--- src/rtl/icache_line_fill.sv ---
// icache_line_fill: read-side master for the synchronous instruction BROM.
// Accepts one line request per miss, issues LINE_WORDS back-to-back word reads
// and streams each returned word into the I-cache data array.
//
// Ports:
//   clk, rst             clock; synchronous active-high reset
//   req_valid/req_ready  miss request handshake (ready only when idle)
//   req_addr             miss word address (word-in-line bits ignored)
//   abort                cancels a fill in progress (level, combinational kill)
//   mem_addr/mem_cs      BROM read address / read enable
//   mem_dout             BROM data, valid the cycle after mem_cs
//   fill_we/idx/data     cache data-array write port
//   line_addr            line base address held for the tag write
//   done                 one-cycle pulse with the last word write
//   busy                 inverse of req_ready
module icache_line_fill #(
  parameter int unsigned AWIDTH     = 10,
  parameter int unsigned DWIDTH     = 32,
  parameter int unsigned LINE_WORDS = 4,
  localparam int unsigned WIDX      = $clog2(LINE_WORDS)
) (
  input  logic                   clk,
  input  logic                   rst,
  input  logic                   req_valid,
  output logic                   req_ready,
  input  logic [AWIDTH-1:0]      req_addr,
  input  logic                   abort,
  output logic [AWIDTH-1:0]      mem_addr,
  output logic                   mem_cs,
  input  logic [DWIDTH-1:0]      mem_dout,
  output logic                   fill_we,
  output logic [WIDX-1:0]        fill_idx,
  output logic [DWIDTH-1:0]      fill_data,
  output logic [AWIDTH-WIDX-1:0] line_addr,
  output logic                   done,
  output logic                   busy
);

  localparam int unsigned LWIDTH = AWIDTH - WIDX;

  typedef enum logic [1:0] {
    S_IDLE  = 2'd0,
    S_ISSUE = 2'd1,
    S_DRAIN = 2'd2
  } state_t;

  state_t              state_q, state_d;
  logic [WIDX-1:0]     cnt_q;
  logic [WIDX-1:0]     rd_idx_q;
  logic                rd_pend_q;
  logic [LWIDTH-1:0]   line_addr_q;
  logic [AWIDTH-1:0]   last_addr_q;
  logic                last_word;
  logic                accept;
  logic [AWIDTH-1:0]   issue_addr;

  // Word-in-line bits of the request address are don't-care (line aligned).
  logic unused_req_lsbs;
  assign unused_req_lsbs = ^req_addr[WIDX-1:0];

  assign last_word  = (cnt_q == WIDX'(LINE_WORDS - 1));
  assign accept     = (state_q == S_IDLE) && req_valid;
  assign issue_addr = {line_addr_q, cnt_q};

  // State register plus read-tracking datapath
  always_ff @(posedge clk) begin
    if (rst) begin
      state_q     <= S_IDLE;
      cnt_q       <= '0;
      rd_idx_q    <= '0;
      rd_pend_q   <= 1'b0;
      line_addr_q <= '0;
      last_addr_q <= '0;
    end else begin
      state_q   <= state_d;
      // A write is owed next cycle only if a read actually went out this cycle
      rd_pend_q <= mem_cs;
      if (accept) begin
        line_addr_q <= req_addr[AWIDTH-1:WIDX];
        cnt_q       <= '0;
      end else if (state_q == S_ISSUE) begin
        rd_idx_q <= cnt_q;
        cnt_q    <= cnt_q + WIDX'(1);
      end
      // mem_addr keeps showing the last issued address outside ISSUE
      if (mem_cs) begin
        last_addr_q <= issue_addr;
      end
    end
  end

  // Next-state and control outputs; abort kills all strobes while filling
  always_comb begin
    state_d   = state_q;
    req_ready = 1'b0;
    mem_cs    = 1'b0;
    done      = 1'b0;
    fill_we   = rd_pend_q;
    unique case (state_q)
      S_IDLE: begin
        req_ready = 1'b1;
        if (req_valid) begin
          state_d = S_ISSUE;
        end
      end
      S_ISSUE: begin
        if (abort) begin
          fill_we = 1'b0;
          state_d = S_IDLE;
        end else begin
          mem_cs = 1'b1;
          if (last_word) begin
            state_d = S_DRAIN;
          end
        end
      end
      S_DRAIN: begin
        state_d = S_IDLE;
        if (abort) begin
          fill_we = 1'b0;
        end else begin
          done = 1'b1;
        end
      end
      default: begin
        state_d = S_IDLE;
      end
    endcase
  end

  assign mem_addr  = (state_q == S_ISSUE) ? issue_addr : last_addr_q;
  assign fill_idx  = rd_idx_q;
  assign fill_data = mem_dout;
  assign line_addr = line_addr_q;
  assign busy      = ~req_ready;

endmodule

--- config.mk ---
export PLATFORM = sky130hd
export DESIGN_NAME = icache_line_fill
export DESIGN_NICKNAME = d
export VERILOG_FILES = /design/src/rtl/icache_line_fill.sv
export SDC_FILE = /design/constraint.sdc
export NUM_CORES = 1
export LEC_CHECK = 0
export BUFFER_PORTS_ARGS = -buffer_cell sky130_fd_sc_hd__buf_4
export CORE_UTILIZATION = 40
export CTS_BUF_LIST = sky130_fd_sc_hd__clkbuf_16
export DETAILED_ROUTE_END_ITERATION = 8
export PLACE_DENSITY_LB_ADDON = 0.08
export SKIP_LAST_GASP = 1
export SLEW_MARGIN = 20
export SYNTH_ARGS = -nofsm -noshare
export SYNTH_HDL_FRONTEND = slang
export SYNTH_SLANG_ARGS = --single-unit
--- constraint.sdc ---
create_clock -name clk -period 1.58 [get_ports clk]
set_input_delay 0.079 -clock clk [delete_from_list [all_inputs] [get_ports clk]]
set_output_delay 0.079 -clock clk [all_outputs]
set_load 0.02 [all_outputs]
==> Word-level counts from Yosys, hierarchy flattened <==
Index checks and enable logic that the tools add are counted.
{ "totals": {"register_bits": 25, "word_cells": 31} }
{ "classes": {"n_addsub": 1, "eq_ne": 5, "n_mux": 11, "n_bitwise": 2, "n_reduce_logical": 6} }
{ "op_table": {"columns": ["op", "count"], "rows": [
  ["$mux 10", 1],
  ["$mux 1", 6],
  ["$mux 2", 3],
  ["$eq 2x2->1 const B", 2],
  ["$pmux 2 s2", 1],
  ["$reduce_and 2->1", 2],
  ["$reduce_or 2->1", 2],
  ["$ne 3x3->1 const B", 1],
  ["$add 2x1->2 const B", 1],
  ["$eq 2x1->1 const B", 1],
  ["$logic_not 2->1", 1],
  ["$ne 2x2->1 const B", 1],
  ["$not 1->1", 2],
  ["$logic_and 1x1->1", 1]
]} }

==> Depth between registers and ports, before layout <==
{ "logic_depth": {"ltp_word": 4, "ltp_mapped": 7, "mapped_depth_nobuf": 6} }

==> Worst setup path before layout <==
OpenSTA, ideal clock, no wires.
{ "synth_timing": {"kind": "reg2out", "startpoint": "register state_q[1]", "endpoint": "output mem_addr[0]", "arrival_time_ps": 1302, "t_required_ps": 1501, "slack_ps": 199, "stages_incl_launch_ff": 5, "n_path_buf": 1, "path_cell_list": "dfxtp_1 > inv_1 > ha_1 > buf_4 > o21ai_0"} }
{ "synth_between": {"elab_chain_len": 2} }
{ "synth_lines": {"columns": ["element", "line_no", "text"], "rows": [
  ["start, declared", "47", "state_t state_q, state_d;"],
  ["start signal, assigned", "75", "state_q <= state_d;"],
  ["$eq 2x1->1", "131", "assign mem_addr = (state_q == S_ISSUE) ? issue_addr : last_addr_q;"],
  ["$mux 10", "131", null],
  ["end, declared", "28", "output logic [AWIDTH-1:0] mem_addr,"]
]} }
Every way passes these cells.

==> Final worst setup path <==
{ "layout_timing": {"startpoint": "register state_q[1]", "endpoint": "output mem_addr[8]"} }
Same word-level chain as after synthesis.

==> impl_metrics.py <==
metrics = {
    "outcome": {
        "status": "finished, final reports clean",
    },
    "hold_path": {
        "hold_class": "primary input to flop",
    },
    "cts": {
        "cts_buffer_depth": 2,
        "ctsHoldBuffers": 0,
        "clkSlewWorstSetupHoldPaths_ps": 70,
        "cts_sinks": 25,
        "clk_latency_ps": 260,
        "cts_tree": "done",
        "cts.htree.levels": 1,
        "root_buffer": "clkbuf_16",
        "numCtsBuffers": 3,
    },
    "route": {
        "drc_errors": 0,
        "routed_wl_mm": 2.827,
        "route.met3.wl_um": 199,
        "wl_per_cell_um": 12.91,
        "viasPerCell": 4.685,
        "wirelength_met1_mm": 1.243,
        "top_layer_used": "met4",
        "ant_nets": 0,
        "first_iter_violations": 39,
        "dr_total_vias": 1026,
        "met2_length_mm": 1.342,
        "dr.pass1.iters": 4,
    },
    "yosys": {
        "ys_ff_latch": 25,
        "syn_inst": 163,
        "yosys.area.top_type": "dfxtp_1",
        "synth_top_family_by_area": "buffers and inverters",
        "synthAdderAreaFrac": 0.05305,
        "synth.yosys.warnings": 0,
        "ys_top_cells_by_area": "dfxtp_1 35%, buf_4 18%, nand2_1 10%",
        "synth_mux_area_frac": 0.07073,
        "synth-simple-area-share": 0.1468,
        "synth_top_area_share": 0.3537,
        "synth_xor_area_frac": 0.006189,
        "syn-num-nets": 215,
        "ys_seq_area_frac": 0.3537,
        "syn_area_um2": 1415,
        "avgSynthCellArea_um2": 8.682,
        "synth-compound-area-share": 0.1344,
        "synth_cell_types": 25,
    },
    "power": {
        "p_leak_nw": 0.6724,
        "powerDensity_nw_per_um2": 940.1,
        "max-vdd-ir-drop_v": 0.0003665,
    },
    "setup_path": {
        "startpoint_type": "flop",
        "cp_cell_sequence": "inv_2 -> ha_4 -> buf_6 -> mux2_2 -> buf_4",
        "critPathBufInv": 3,
        "cp_top_family": "buffers and inverters",
        "rrSetupSlack_ps": 240,
        "critPathSlowestCell": "dfxtp_2",
        "end_kind": "primary output",
        "crit_fanout": 5,
        "cpPeakStageDelay_ps": 330,
        "worstPathRequired_ps": 1500,
        "worstPathArrival_ps": 1450,
        "critPathKind": "flop to primary output",
    },
    "sta": {
        "finalClockSkew_ps": 3.405,
        "setup_viol": 0,
        "slew_headroom": 0.7767,
        "fin_crit_sh": 0.9654,
        "worstMarginPinSlew_ps": 334.1,
        "setup-tns-final_ps": 0,
        "hold_viol": 0,
        "min_period_ps": 1525,
        "fmax_ghz": 0.6556,
        "maxSlewViolCount": 0,
    },
    "placement": {
        "io_buffers": 36,
        "dp_hpwl_mm": 1.904,
        "gp_congestion": 0.7216,
    },
    "global_routing": {
        "grt_pass1_vias": 865,
        "gr-total-overflow": 0,
        "grtUsageTotal": 0.1538,
        "grt_pass1_wl_mm": 4.119,
        "antenna_found_initial": 0,
        "grt_max_degree": 26,
    },
    "final_layout": {
        "antenna_cells": 0,
        "final_util": 0.4792,
        "syn_to_final_growth_pct": 13.88,
        "fillerInstances": 348,
        "num-nets-final": 226,
        "drive_gt1_frac": 0.4335,
    },
    "floorplan": {
        "dieArea_um2": 3780,
        "dieWidth_um": 61.48,
        "core.rowCount": 21,
        "ios": 103,
        "core-area_um2": 3363,
        "start_util": 0.4208,
        "die_h_um": 61.48,
    },
    "flow_run": {
        "drv_cap": 0,
    },
}
-- metal layers --
layer  vias to the layer above  global-route usage
li1                        509                   -
met1                       461              0.1954
met2                        48              0.2289
met3                         8             0.05672
met4                         0             0.07619
met5                         -                   0
-- timing repair --
action / CTS / global route
setup endpoints to repair: 8 / 10
buffers inserted: 0 / 4
cloned: 1 / 0
resized for setup: 4 / 3
-- cells by family after synthesis --
logic type,Yosys count
AO/OA/AOI/OAI,28
XOR/XNOR,1
adder cells (fa/ha/maj),6
buffers and inverters,46
flip-flops,25
multiplexers,9
AND/OR/NAND/NOR,48
-- worst min-delay path, delay by kind of cell --
kind | cells | cell delay (ps)
compound gates | 1 | 50
buf+inv | 1 | 110
simple gates | 1 | 50
-- per-stage QoR --
step                      power [W]  hold slack [ps]  cells  setup WS [ps]  cell area, µm²
final                      0.001515            62.34    219          54.66            1612
after global routing       0.001589            67.54    219         -1.473            1612
after CTS                  0.001531            58.32    215          15.75            1575
after detailed placement  0.0009386            158.1    210          202.6            1471
after global placement    0.0009365            158.1    210          223.1            1471
after floorplan           0.0009640            212.6    163          199.5            1415
-- path summary, 6_finish.rpt --
path                            endpoint                         from  depth (start not counted)
max                          mem_addr[8]      state_q[1]$_SDFFE_PP0P_                          5
min            line_addr[4]$_SDFFE_PP0P_                  req_addr[6]                          3
max reg2reg  last_addr_q[5]$_SDFFE_PP0P_      state_q[1]$_SDFFE_PP0P_                          7
min reg2reg  last_addr_q[0]$_SDFFE_PP0P_  last_addr_q[0]$_SDFFE_PP0P_                          2
-- report_power, final --
| group | switching (W) | total [W] | internal [W] |
|---|---|---|---|
| Sequential | 0.0000208 | 0.000675 | 0.000654 |
| Clock | 0.000231 | 0.000575 | 0.000344 |
| Combinational | 0.000143 | 0.000265 | 0.000122 |
| Total | 0.000395 | 0.00151 | 0.00112 |
-- cell type report --
type                       count  area, µm²  area share
clock buffer                   3      75.07     0.04658
tap                           46      57.56     0.03571
sequential                    25      503.0      0.3121
inverter                       7      31.28     0.01941
multi-input combinational     92      594.3      0.3688
clock inverter                 1      7.507    0.004658
timing repair buffer          45      342.8      0.2127
-- cell usage in the layout (no fill, tap or decap), drive strengths merged --
| cell type | instances |
|---|---|
| a211oi | 2 |
| a21boi | 1 |
| a21oi | 22 |
| and2 | 1 |
| buf | 45 |
| clkbuf | 3 |
| clkinv | 1 |
| clkinvlp | 1 |
| dfxtp | 25 |
| ha | 6 |
| inv | 6 |
| mux2 | 8 |
| mux2i | 1 |
| nand2 | 39 |
| nand2b | 4 |
| nor2 | 1 |
| nor2b | 1 |
| nor3 | 2 |
| o21ai | 3 |
| xnor2 | 1 |
-- synth_stat cells --
cell      count
nand2_1      38
buf_4        34
dfxtp_1      25
a21oi_1      12
a21oi_2      10
mux2_2        8
ha_1          6
inv_1         6
buf_2         3
nand2b_1      3
o21ai_0       3
nor3_1        2
a211oi_1      1
a211oi_2      1
a21boi_0      1
and2_1        1
buf_12        1
buf_6         1
clkinv_4      1
mux2i_1       1
nand2_2       1
nand2b_4      1
nor2_1        1
nor2b_1       1
xnor2_1       1
-- sequential cells by signal, summed over array words and instances, names as in the netlist --
signal and flops:
cnt_q 2, fill_idx 2, last_addr_q 10, line_addr 8
rd_pend_q 1, state_q 2
Note: power is estimated with default switching activity, not from simulation.
